`config.mk`:
```
export PLATFORM = sky130hd
export DESIGN_NAME = p_liu_mem_sequencer_flat
export DESIGN_NICKNAME = d
export VERILOG_FILES = /design/src/rtl/p_liu_pkg.sv /design/src/rtl/p_liu_mem_sequencer_if.sv /design/src/rtl/p_liu_lat_counter.sv /design/src/rtl/p_liu_mem_sequencer.sv /design/src/flat_wrapper.sv
export SDC_FILE = /design/constraint.sdc
export NUM_CORES = 1
export LEC_CHECK = 0
export ABC_AREA = 1
export BUFFER_PORTS_ARGS = -buffer_cell sky130_fd_sc_hd__buf_2
export CORE_UTILIZATION = 40
export DETAILED_ROUTE_END_ITERATION = 16
export PLACE_DENSITY_LB_ADDON = 0.05
export SKIP_LAST_GASP = 1
export SLEW_MARGIN = 0
export SYNTH_ARGS = -nofsm -noshare
export SYNTH_HDL_FRONTEND = slang
export SYNTH_SLANG_ARGS = --single-unit
```
`constraint.sdc`:
```
create_clock -name clk -period 1.8 [get_ports clk]
set_clock_uncertainty 0.15 [all_clocks]
set_input_delay 0 -clock clk [delete_from_list [all_inputs] [get_ports clk]]
set_output_delay 0 -clock clk [all_outputs]
set_load 0.005 [all_outputs]
```
`src/rtl/p_liu_pkg.sv`:
```
`default_nettype none
// ============================================================================
// p_liu_pkg : shared sequencer state encoding and default widths
// Revision  : 1.0
// ============================================================================
package p_liu_pkg;

  localparam int          DEFAULT_DATA_W   = 16;
  localparam int          DEFAULT_ADDR_W   = 16;
  localparam int unsigned DEFAULT_RESET_PC = 0;

  typedef enum logic [2:0] {
    BOOT   = 3'd0,
    FETCH  = 3'd1,
    WAIT_I = 3'd2,
    EXEC   = 3'd3,
    WAIT_D = 3'd4,
    COMMIT = 3'd5
  } state_t;

endpackage
`default_nettype wire

```
`src/rtl/p_liu_mem_sequencer_if.sv`:
```
`default_nettype none
// ============================================================================
// p_liu_mem_sequencer_if : single-port synchronous RAM bus
// Revision               : 1.0
// ============================================================================
interface p_liu_mem_sequencer_if #(
  parameter int DATA_W = 16,
  parameter int MEM_AW = 15
);
  logic              mem_en;
  logic              mem_we;
  logic [MEM_AW-1:0] mem_addr;
  logic [DATA_W-1:0] mem_wdata;
  logic [DATA_W-1:0] mem_rdata;

  modport master (output mem_en, output mem_we, output mem_addr, output mem_wdata,
                  input  mem_rdata);
  modport slave  (input  mem_en, input  mem_we, input  mem_addr, input  mem_wdata,
                  output mem_rdata);
endinterface
`default_nettype wire

```
`src/rtl/p_liu_lat_counter.sv`:
```
`default_nettype none
// ============================================================================
// p_liu_lat_counter : read-latency down-counter, loads LAT-1, flags zero
// Revision          : 1.0
// ============================================================================
module p_liu_lat_counter #(
  parameter int LAT = 1
) (
  input  logic clk,
  input  logic rst,
  input  logic load,
  input  logic dec,
  output logic done
);

  localparam int           W     = (LAT > 1) ? $clog2(LAT) : 1;
  localparam logic [W-1:0] START = W'(LAT - 1);

  logic [W-1:0] cnt;

  always_ff @(posedge clk or negedge rst) begin
    if (!rst) begin
      cnt <= '0;
    end else if (load) begin
      cnt <= START;
    end else if (dec && (cnt != '0)) begin
      cnt <= cnt - W'(1);
    end
  end

  assign done = (cnt == '0);

endmodule
`default_nettype wire

```
`src/rtl/p_liu_mem_sequencer.sv`:
```
`default_nettype none
// ============================================================================
// p_liu_mem_sequencer : single-clock fetch/data time-multiplexed RAM sequencer
// Revision            : 1.0
// ============================================================================
module p_liu_mem_sequencer
  import p_liu_pkg::*;
#(
  parameter int          DATA_W     = DEFAULT_DATA_W,
  parameter int          ADDR_W     = DEFAULT_ADDR_W,
  parameter int          ADDR_SHIFT = 1,
  parameter int          READ_LAT   = 1,
  parameter int unsigned RESET_PC   = DEFAULT_RESET_PC,
  parameter int          CNT_W      = 32
) (
  input  logic                 clk,
  input  logic                 rst,
  input  logic                 hold,
  input  logic [ADDR_W-1:0]    pc_next,
  input  logic                 data_req,
  input  logic                 data_we,
  input  logic [ADDR_W-1:0]    data_addr,
  input  logic [DATA_W-1:0]    data_wdata,
  output logic [DATA_W-1:0]    instr,
  output logic                 instr_valid,
  output logic [DATA_W-1:0]    data_rdata,
  output logic                 commit,
  output logic [CNT_W-1:0]     retired,
  output logic                 misalign,
  p_liu_mem_sequencer_if.master mem
);

  localparam int                MEM_AW     = ADDR_W - ADDR_SHIFT;
  localparam logic [ADDR_W-1:0] RESET_BYTE = ADDR_W'(RESET_PC);
  localparam logic [MEM_AW-1:0] RESET_WORD = RESET_BYTE[ADDR_W-1:ADDR_SHIFT];

  state_t            state;
  logic              lat_load;
  logic              lat_dec;
  logic              lat_done;
  logic              exec_go;
  logic              exec_load;
  logic [MEM_AW-1:0] pc_word;
  logic [MEM_AW-1:0] data_word;

  assign pc_word   = pc_next[ADDR_W-1:ADDR_SHIFT];
  assign data_word = data_addr[ADDR_W-1:ADDR_SHIFT];
  assign exec_go   = (state == EXEC) && !hold;
  assign exec_load = exec_go && data_req && !data_we;

  // Every read issue (fetch, next-fetch, load) rearms the shared latency timer.
  assign lat_load = (state == FETCH) || (state == COMMIT) || exec_load;
  assign lat_dec  = (state == WAIT_I) || (state == WAIT_D);

  p_liu_lat_counter #(
    .LAT (READ_LAT)
  ) u_lat (
    .clk  (clk),
    .rst  (rst),
    .load (lat_load),
    .dec  (lat_dec),
    .done (lat_done)
  );

  always_ff @(posedge clk or negedge rst) begin
    if (!rst) begin
      state      <= BOOT;
      instr      <= '0;
      data_rdata <= '0;
      retired    <= '0;
    end else begin
      case (state)
        BOOT:   state <= FETCH;
        FETCH:  state <= WAIT_I;
        WAIT_I: begin
          if (lat_done) begin
            instr <= mem.mem_rdata;
            state <= EXEC;
          end
        end
        EXEC: begin
          if (exec_load) begin
            state <= WAIT_D;
          end else if (exec_go) begin
            // Count on entry so the COMMIT cycle already shows the new total.
            state   <= COMMIT;
            retired <= retired + CNT_W'(1);
          end
        end
        WAIT_D: begin
          if (lat_done) begin
            data_rdata <= mem.mem_rdata;
            state      <= COMMIT;
            retired    <= retired + CNT_W'(1);
          end
        end
        COMMIT:  state <= WAIT_I;
        default: state <= BOOT;
      endcase
    end
  end

  assign commit      = (state == COMMIT);
  assign instr_valid = (state == EXEC) || (state == WAIT_D) || (state == COMMIT);

  always_comb begin
    mem.mem_en    = 1'b0;
    mem.mem_we    = 1'b0;
    mem.mem_addr  = '0;
    mem.mem_wdata = '0;
    case (state)
      FETCH: begin
        mem.mem_en   = 1'b1;
        mem.mem_addr = RESET_WORD;
      end
      EXEC: begin
        if (exec_go && data_req) begin
          mem.mem_en   = 1'b1;
          mem.mem_we   = data_we;
          mem.mem_addr = data_word;
          if (data_we) begin
            mem.mem_wdata = data_wdata;
          end
        end
      end
      COMMIT: begin
        mem.mem_en   = 1'b1;
        mem.mem_addr = pc_word;
      end
      default: ;
    endcase
  end

  generate
    if (ADDR_SHIFT > 0) begin : g_misalign
      logic unused_pc_lsb;
      assign unused_pc_lsb = ^pc_next[ADDR_SHIFT-1:0];
      assign misalign = (state == EXEC) && data_req && (data_addr[ADDR_SHIFT-1:0] != '0);
    end else begin : g_aligned
      assign misalign = 1'b0;
    end
  endgenerate

endmodule
`default_nettype wire
```
`src/flat_wrapper.sv`:
```
// flat-port wrapper written by rule: the top's interface ports become plain ports
module p_liu_mem_sequencer_flat import p_liu_pkg::*;
#(
  parameter int          DATA_W     = DEFAULT_DATA_W,
  parameter int          ADDR_W     = DEFAULT_ADDR_W,
  parameter int          ADDR_SHIFT = 1,
  parameter int          READ_LAT   = 1,
  parameter int unsigned RESET_PC   = DEFAULT_RESET_PC,
  parameter int          CNT_W      = 32
)
  (clk, rst, hold, pc_next, data_req, data_we, data_addr, data_wdata, instr, instr_valid, data_rdata, commit, retired, misalign, mem_mem_en, mem_mem_we, mem_mem_addr, mem_mem_wdata, mem_mem_rdata);
  p_liu_mem_sequencer_if #(.DATA_W(DATA_W)) mem_i ();
  input  logic clk;
  input  logic rst;
  input  logic hold;
  input  logic [ADDR_W-1:0] pc_next;
  input  logic data_req;
  input  logic data_we;
  input  logic [ADDR_W-1:0] data_addr;
  input  logic [DATA_W-1:0] data_wdata;
  output logic [DATA_W-1:0] instr;
  output logic instr_valid;
  output logic [DATA_W-1:0] data_rdata;
  output logic commit;
  output logic [CNT_W-1:0] retired;
  output logic misalign;
  output wire logic [$bits(mem_i.mem_en)-1:0] mem_mem_en;
  output wire logic [$bits(mem_i.mem_we)-1:0] mem_mem_we;
  output wire logic [$bits(mem_i.mem_addr)-1:0] mem_mem_addr;
  output wire logic [$bits(mem_i.mem_wdata)-1:0] mem_mem_wdata;
  input wire logic [$bits(mem_i.mem_rdata)-1:0] mem_mem_rdata;
  assign mem_mem_en = mem_i.mem_en;
  assign mem_mem_we = mem_i.mem_we;
  assign mem_mem_addr = mem_i.mem_addr;
  assign mem_mem_wdata = mem_i.mem_wdata;
  assign mem_i.mem_rdata = mem_mem_rdata;
  p_liu_mem_sequencer #(.DATA_W(DATA_W), .ADDR_W(ADDR_W), .ADDR_SHIFT(ADDR_SHIFT), .READ_LAT(READ_LAT), .RESET_PC(RESET_PC), .CNT_W(CNT_W)) u_core (.clk(clk), .rst(rst), .hold(hold), .pc_next(pc_next), .data_req(data_req), .data_we(data_we), .data_addr(data_addr), .data_wdata(data_wdata), .instr(instr), .instr_valid(instr_valid), .data_rdata(data_rdata), .commit(commit), .retired(retired), .misalign(misalign), .mem(mem_i));
endmodule
```
* Word-level counts from Yosys, hierarchy flattened
Cells that the tools add are included.
W data, S select, Z words.
** Storage, ports and cells
- Output and inout bits :: 100
- Input bits :: 69
- Word-level logic and storage cells :: 59
- Bits in registers :: 68
** Operators by class
- Muxes and demuxes :: 20
- Bitwise operators :: 1
- Equal/unequal tests :: 10
- Reduce and logical (&&, ||, !) cells :: 21
- Add/subtract/negate cells :: 2
** Operator list (count)
- $mux W32 :: 3
- $pmux W32 S2 :: 1
- $mux W16 :: 3
- $add A32 B1 Y32 const B :: 1
- $pmux W15 S2 :: 1
- $mux W15 :: 1
- $pmux W3 S5 :: 1
- $mux W3 :: 4
- $eq A3 B2 Y1 const B :: 2
- $eq A3 B3 Y1 const B :: 2
- $logic_and A1 B1 Y1 :: 6
- $ne A2 B2 Y1 const B :: 3
- $logic_or A1 B1 Y1 :: 5
- $mux W1 :: 5
- $reduce_and A2 Y1 :: 2
- $reduce_and A4 Y1 :: 1
- $reduce_bool A2 Y1 :: 2
- $eq A3 B1 Y1 const B :: 1
- $logic_not A3 Y1 :: 1
- $ne A3 B1 Y1 const B :: 1
- $reduce_and A3 Y1 :: 1
- $logic_not A1 Y1 :: 2
- $ne A2 B1 Y1 const B :: 1
- $pmux W1 S2 :: 1
- 3 further kinds :: 3

* Longest topological paths before layout
- Word-level depth :: 6
- Depth in mapped cells :: 10
- Depth with buffers taken out :: 10

* By module
From an unflattened synthesis, not the netlist that was laid out.
** Second synthesis, totals
- Cells, all modules :: 493
- Area total of the unflattened synthesis :: 3716.1 µm²
** By module, submodules not included
- p_liu_mem_sequencer :: times used 1, cells an instance 488, area an instance 3673.5 µm², seq. area each 1676.6 µm²
- p_liu_lat_counter :: times used 1, cells an instance 5, area an instance 42.5 µm², seq. area each 25.0 µm²

* Worst setup path before layout
No wires, ideal clock.
- Path type :: register to register
- Start :: reg u_core.retired[0]
- End :: reg u_core.retired[30]
- Stages on the path, launching flop included :: 11
- Data arrival time :: 1425 ps
- Data required time :: 1534 ps
- Path slack :: 109 ps
- Path buffers :: 0
- Clock period less this slack :: 1691 ps
- Library setup time :: 116 ps
- Cell sequence :: dfrtp_1 ha_1 inv_1 nor2_1 nand2_1 nor2_1 nand2_1 nand2_1 nand2_1 nand2_1 nand2_1
** On the way
- Cells in the longest elaborated chain, start to end :: 4
- Elaborated cells on any way between the ends :: 5
- Those cells by class :: add/sub (1); mux (4)
** RTL lines
- from (decl) :: line p_liu_mem_sequencer.sv:28 : output logic [CNT_W-1:0] retired,
- from (signal assigned) :: line p_liu_mem_sequencer.sv:87 : retired <= retired + CNT_W'(1);
- from (signal assigned) :: line p_liu_mem_sequencer.sv:94 : retired <= retired + CNT_W'(1);
- $add A32 B1 Y32 * :: line p_liu_mem_sequencer.sv:87, p_liu_mem_sequencer.sv:94
- $mux W32 :: line p_liu_mem_sequencer.sv:84 : end else if (exec_go) begin
- $mux W32 :: line p_liu_mem_sequencer.sv:82 : if (exec_load) begin
- $pmux W32 S2 * :: line p_liu_mem_sequencer.sv:72 : case (state)
Every way passes the cells marked *; elsewhere a longest branch is shown, timed or not. The select of a mux whose other input is x is not followed.
A chain may end at the register's enable or synchronous reset.

* Worst setup path in the final report
- Start :: reg u_core.state[0]
- End :: reg u_core.retired[8]
** On the way
- Cells in the longest elaborated chain, start to end :: 6
- Elaborated cells on any way between the ends :: 11
- Those cells by class :: eq/ne (5); mux (1); reduce/logical (5)
** RTL lines
- from (decl) :: line p_liu_mem_sequencer.sv:37 : state_t state;
- from (signal assigned) :: line p_liu_mem_sequencer.sv:67 : state <= BOOT;
- from (signal assigned) :: line p_liu_mem_sequencer.sv:73 : BOOT: state <= FETCH;
- from (signal assigned) :: line p_liu_mem_sequencer.sv:74 : FETCH: state <= WAIT_I;
- $eq A3 B2 Y1 :: line p_liu_mem_sequencer.sv:48, p_liu_mem_sequencer.sv:72
- $logic_and A1 B1 Y1 :: line p_liu_mem_sequencer.sv:48 : assign exec_go = (state == EXEC) && !hold;
- $logic_and A1 B1 Y1 (2 in series) :: line p_liu_mem_sequencer.sv:49 : assign exec_load = exec_go && data_req && !data_we;
- $ne A2 B2 Y1 (no source line)
- $reduce_and A4 Y1 (no source line)
Several ways; a longest one is shown, not always the timed one.

==> qor.csv <==
stage;metric;value;unit
synth;cell area after technology mapping;0.003776;mm²
setup_path;worst path arrival time;1.84;ns
setup_path;buffers plus inverters on the worst setup path;3;
setup_path;Required @ worst endpoint;1.88;ns
route;detailed router's first-iteration violation count;157;
synth;ranking of synthesized cells by area;sky130_fd_sc_hd__dfrtp_1 45%, sky130_fd_sc_hd__nand2_1 22%, sky130_fd_sc_hd__nor2_1 7.4%;
synth;Yosys warning total;0;
final_layout;antenna diode count;0;
clocking;clk_lat worst skew;0.35;ns
place;number of placed cells counting well taps;816;
route;sum of routed wire length over all layers;11.21;mm
route;number of DRC violations after detailed routing;0;
setup_path;Critical Path End Type;flop;
synth;number of unique standard cell types used by synthesis;22;
clocking;Inserted Clock Buffers;9;
floorplan;std cell rows;35;
floorplan;Starting Density;41.06;%
timing;Max-Slew Margin vs Limit;45.46;%
grt;maximum number of pins on one net before global-route repair;51;
synth;Mapped Avg Cell Area;7.019;µm²
clocking;Num Clock Sinks;68;
timing;Tightest Pin Transition;0.8155;ns
timing;timing-limited maximum frequency;0.5697;GHz
floorplan;total die area;0.009833;mm²
route;Initial DRT Pass Iterations;6;
final_layout;relative area change from synthesis to final layout;43.87;%
route;post-DR vias/cell;4.730;
setup_path;worst path cell trace;nand2_2, nor2_4, nand4_1, inv_1, nor2_4, buf_12, clkbuf_16, nand2_1, nand2_1;
floorplan;area of the core;0.009196;mm²
floorplan;top-level I/O count;169;
run;maxcap violations;0;
clocking;H-tree levels;3;
setup_path;Critical Path Start;u_core.state[0]$_DFFE_PN0P_;
clocking;clock-pin transition on the worst setup and hold timing paths;0.08;ns
route;per-cell routed wire length;13.04;µm
timing;share of the clock period used by the worst path after layout;97.51;%
synth;post-synth net total;608;
power;power dissipated by switching net loads;0.002341;W
grt;number of antenna violations at the first check in global routing;0;
grt;remaining global-route overflow;0;
synth;largest area contributor in the netlist;sky130_fd_sc_hd__dfrtp_1;
power;worst vdd rail ir drop;653.2;µV
power;Logic pwr share;42.2;%
clocking;Max Buffers Root-to-Sink;2;
clocking;Root Buffer;sky130_fd_sc_hd__clkbuf_8;
synth;gate count after technology mapping;538;
run_status;outcome;complete, no violations;
final_layout;final-layout fill cell count;866;
power;Cell Pwr Density;1142;mW/mm²
timing;Final Setup Violations;0;
timing;Final Max Slew Viols;0;
power;leakage power total;2.939;nW
floorplan;width of the die;99.16;µm
final_layout;fraction of layout cells with a size suffix above 1;30.71;%
timing;Min Clock Period, post-route;1.755;ns
clocking;CTS tree;built;
power;fraction of power consumed by the clock network;21.3;%
setup_path;start-to-end type of the worst setup path;reg -> reg;
power;internal cell power;0.003865;W
timing;TNS Setup;0;ns
setup_path;slowest cell on the critical path;sky130_fd_sc_hd__dfrtp_1;
route;vias post-DR;4068;
timing;final hold violation count;0;
grt;total global-route track usage;22.46;%
setup_path;critical path launch point type;flop;
synth;sequential area share after synthesis;45.06;%
grt;global-route wire length before repair;17.51;mm
power;Net Sw Frac;37.73;%
synth;area share of the largest cell type after synthesis;45.06;%
place;RePlAce Congestion;0.9259;
worst_hold_path;Hold Path Class;in -> async;
route;DRT antenna net count;0;
setup_path;Crit Reg-Reg Startpoint;u_core.state[0]$_DFFE_PN0P_;
final_layout;nets@finish;814;
floorplan;Die Span Y;99.16;µm
place;Final HPWL DP;7.809;mm
timing;setup repair after global routing missed its margin;yes;
final_layout;post-layout instance count excluding filler cells;860;
place;IO buf count;167;
synth;number of storage elements in the synthesis netlist;68;
grt;vias in the first global route;3749;
setup_path;crit-path max FO;19;
setup_path;longest individual stage delay on the worst path;0.43;ns
setup_path;kind of cell adding the most delay to the critical path;simple AND/OR/NAND/NOR gates;
power;part of the total power dissipated in sequential elements;36.5;%
==> cell usage in the layout (no fill, tap or decap), types with 3 or more instances in the layout <==
| cell type | synthesis | routed |
|---|---|---|
| sky130_fd_sc_hd__inv_1 | 46 | 43 |
| sky130_fd_sc_hd__nand4_1 | 4 | 4 |
| sky130_fd_sc_hd__buf_12 | 0 | 4 |
| sky130_fd_sc_hd__dfrtp_1 | 68 | 67 |
| sky130_fd_sc_hd__dlygate4sd3_1 | 0 | 20 |
| sky130_fd_sc_hd__clkinvlp_4 | 0 | 4 |
| sky130_fd_sc_hd__clkbuf_8 | 0 | 9 |
| sky130_fd_sc_hd__a22o_1 | 15 | 15 |
| sky130_fd_sc_hd__nand3_1 | 20 | 20 |
| sky130_fd_sc_hd__nor2_4 | 0 | 4 |
| sky130_fd_sc_hd__o21ai_0 | 38 | 38 |
| sky130_fd_sc_hd__buf_4 | 2 | 14 |
| sky130_fd_sc_hd__nor2_1 | 74 | 62 |
| sky130_fd_sc_hd__xor2_1 | 6 | 6 |
| sky130_fd_sc_hd__nand2_1 | 226 | 224 |
| sky130_fd_sc_hd__inv_6 | 0 | 4 |
| sky130_fd_sc_hd__buf_2 | 4 | 167 |
| sky130_fd_sc_hd__nor2_2 | 3 | 11 |
| sky130_fd_sc_hd__clkbuf_16 | 0 | 3 |
| sky130_fd_sc_hd__xnor2_1 | 3 | 3 |
| sky130_fd_sc_hd__nand3b_1 | 12 | 12 |
| sky130_fd_sc_hd__buf_6 | 2 | 3 |
==> registers in the layout (all words and copies together), names as in the netlist <==
name,flops
u_core.data_rdata,16
u_core.instr,16
u_core.retired,32
u_core.state,3
u_core.u_lat.cnt,1
==> path summary, 6_finish.rpt <==
| kind | slack (ns) | end | cells past startpoint |
|---|---|---|---|
| setup / recovery | 0.04 | u_core.retired[8]$_DFFE_PN0P_ | 9 |
| hold reg to reg | 0.33 | u_core.data_rdata[7]$_DFFE_PN0P_ | 2 |
| max in group asynchronous | 0.27 | u_core.retired[27]$_DFFE_PN0P_ | 3 |
| hold / removal | 0.04 | u_core.retired[4]$_DFFE_PN0P_ | 3 |
| setup reg to reg | 0.04 | u_core.retired[8]$_DFFE_PN0P_ | 9 |
| min in group clk | 0.13 | mem_mem_addr[8] | 3 |
==> power groups by stage <==
stage	registers, W	logic, W	clock network (W)
3_5_place_dp	0.00226	0.00219	0
4_1_cts	0.00225	0.00222	0.00137
6_report	0.00227	0.00262	0.00132
2_1_floorplan	0.00231	0.00115	0
5_1_grt	0.00233	0.00289	0.00143
3_3_place_gp	0.00225	0.00215	0
==> stage by stage <==
stage               hold WS [ns]  area (µm²)  worst slack [ns]  power, W  util, %
floorplan                -0.4456        3776            0.1085  0.003456        -
global placement         -0.1732        4825           0.07739  0.004400    52.46
detailed placement       -0.1741        4825           0.05571  0.004450    52.46
CTS                      0.05587        5233         -0.009629  0.005842    56.90
global route             0.05753        5433          -0.05157  0.006649    59.07
finish                   0.03760        5433           0.04481  0.006207    59.07
==> cells by family after synthesis <==
kind of cell,synth area share (%)
DFF,45.06
buffers and inverters,6.991
adders and majority gates,0.3313
xor gates and xnor gates,2.088
AOI/OAI and AO/OA,9.079
and+or+nand+nor,36.45
==> cell usage after synthesis <==
master                       n
sky130_fd_sc_hd__buf_4       2
sky130_fd_sc_hd__a31oi_1     1
sky130_fd_sc_hd__o21ai_0    38
sky130_fd_sc_hd__xnor2_1     3
sky130_fd_sc_hd__clkbuf_1    9
sky130_fd_sc_hd__nand2_1   226
sky130_fd_sc_hd__dfrtp_1    68
sky130_fd_sc_hd__nand3b_1   12
sky130_fd_sc_hd__a22o_1     15
sky130_fd_sc_hd__nor2_2      3
sky130_fd_sc_hd__xor2_1      6
sky130_fd_sc_hd__buf_6       2
sky130_fd_sc_hd__ha_1        1
sky130_fd_sc_hd__inv_1      46
sky130_fd_sc_hd__a21boi_0    1
sky130_fd_sc_hd__and3_1      1
sky130_fd_sc_hd__nand3_2     1
sky130_fd_sc_hd__o211ai_1    1
sky130_fd_sc_hd__nor2_1     74
sky130_fd_sc_hd__nand3_1    20
sky130_fd_sc_hd__buf_2       4
sky130_fd_sc_hd__nand4_1     4
==> repair_timing <==
item / CTS / global route
hold buffers: 20 / 0
hold endpoints to repair: 103 / 0
pin swaps: 0 / 2
buffers inserted: 0 / 3
resized for setup: 1 / 28
endpoints found under the setup margin: 15 / 48
gates cloned: 0 / 5
==> worst reg2reg max path: stages, from the launching register on <==
cell	delay (ns)
sky130_fd_sc_hd__dfrtp_1	0.43
sky130_fd_sc_hd__nand2_2	0.09
sky130_fd_sc_hd__nor2_4	0.15
sky130_fd_sc_hd__nand4_1	0.19
sky130_fd_sc_hd__inv_1	0.14
sky130_fd_sc_hd__nor2_4	0.05
sky130_fd_sc_hd__buf_12	0.13
sky130_fd_sc_hd__clkbuf_16	0.18
sky130_fd_sc_hd__nand2_1	0.07
sky130_fd_sc_hd__nand2_1	0.05
==> final cells by class <==
cell class	instances	area, µm²	share of cell area, %
sequential	68	1703	31.34
inverter	46	176.4	3.247
timing repair buffer	211	1330	24.48
clock buffer	9	123.9	2.280
multi-input combinational	407	1873	34.48
timing repair inverter	1	7.507	0.1382
clock inverter	7	80.08	1.474
tap	111	138.9	2.556
==> routing by layer <==
metal / routed length (µm) / global-route usage [%]
met5: 0 / 0
met3: 492 / 4.779
met1: 5057 / 28.01
met4: 103 / 6.109
met2: 5558 / 39.54
Note: power is estimated with default switching activity, not from simulation.
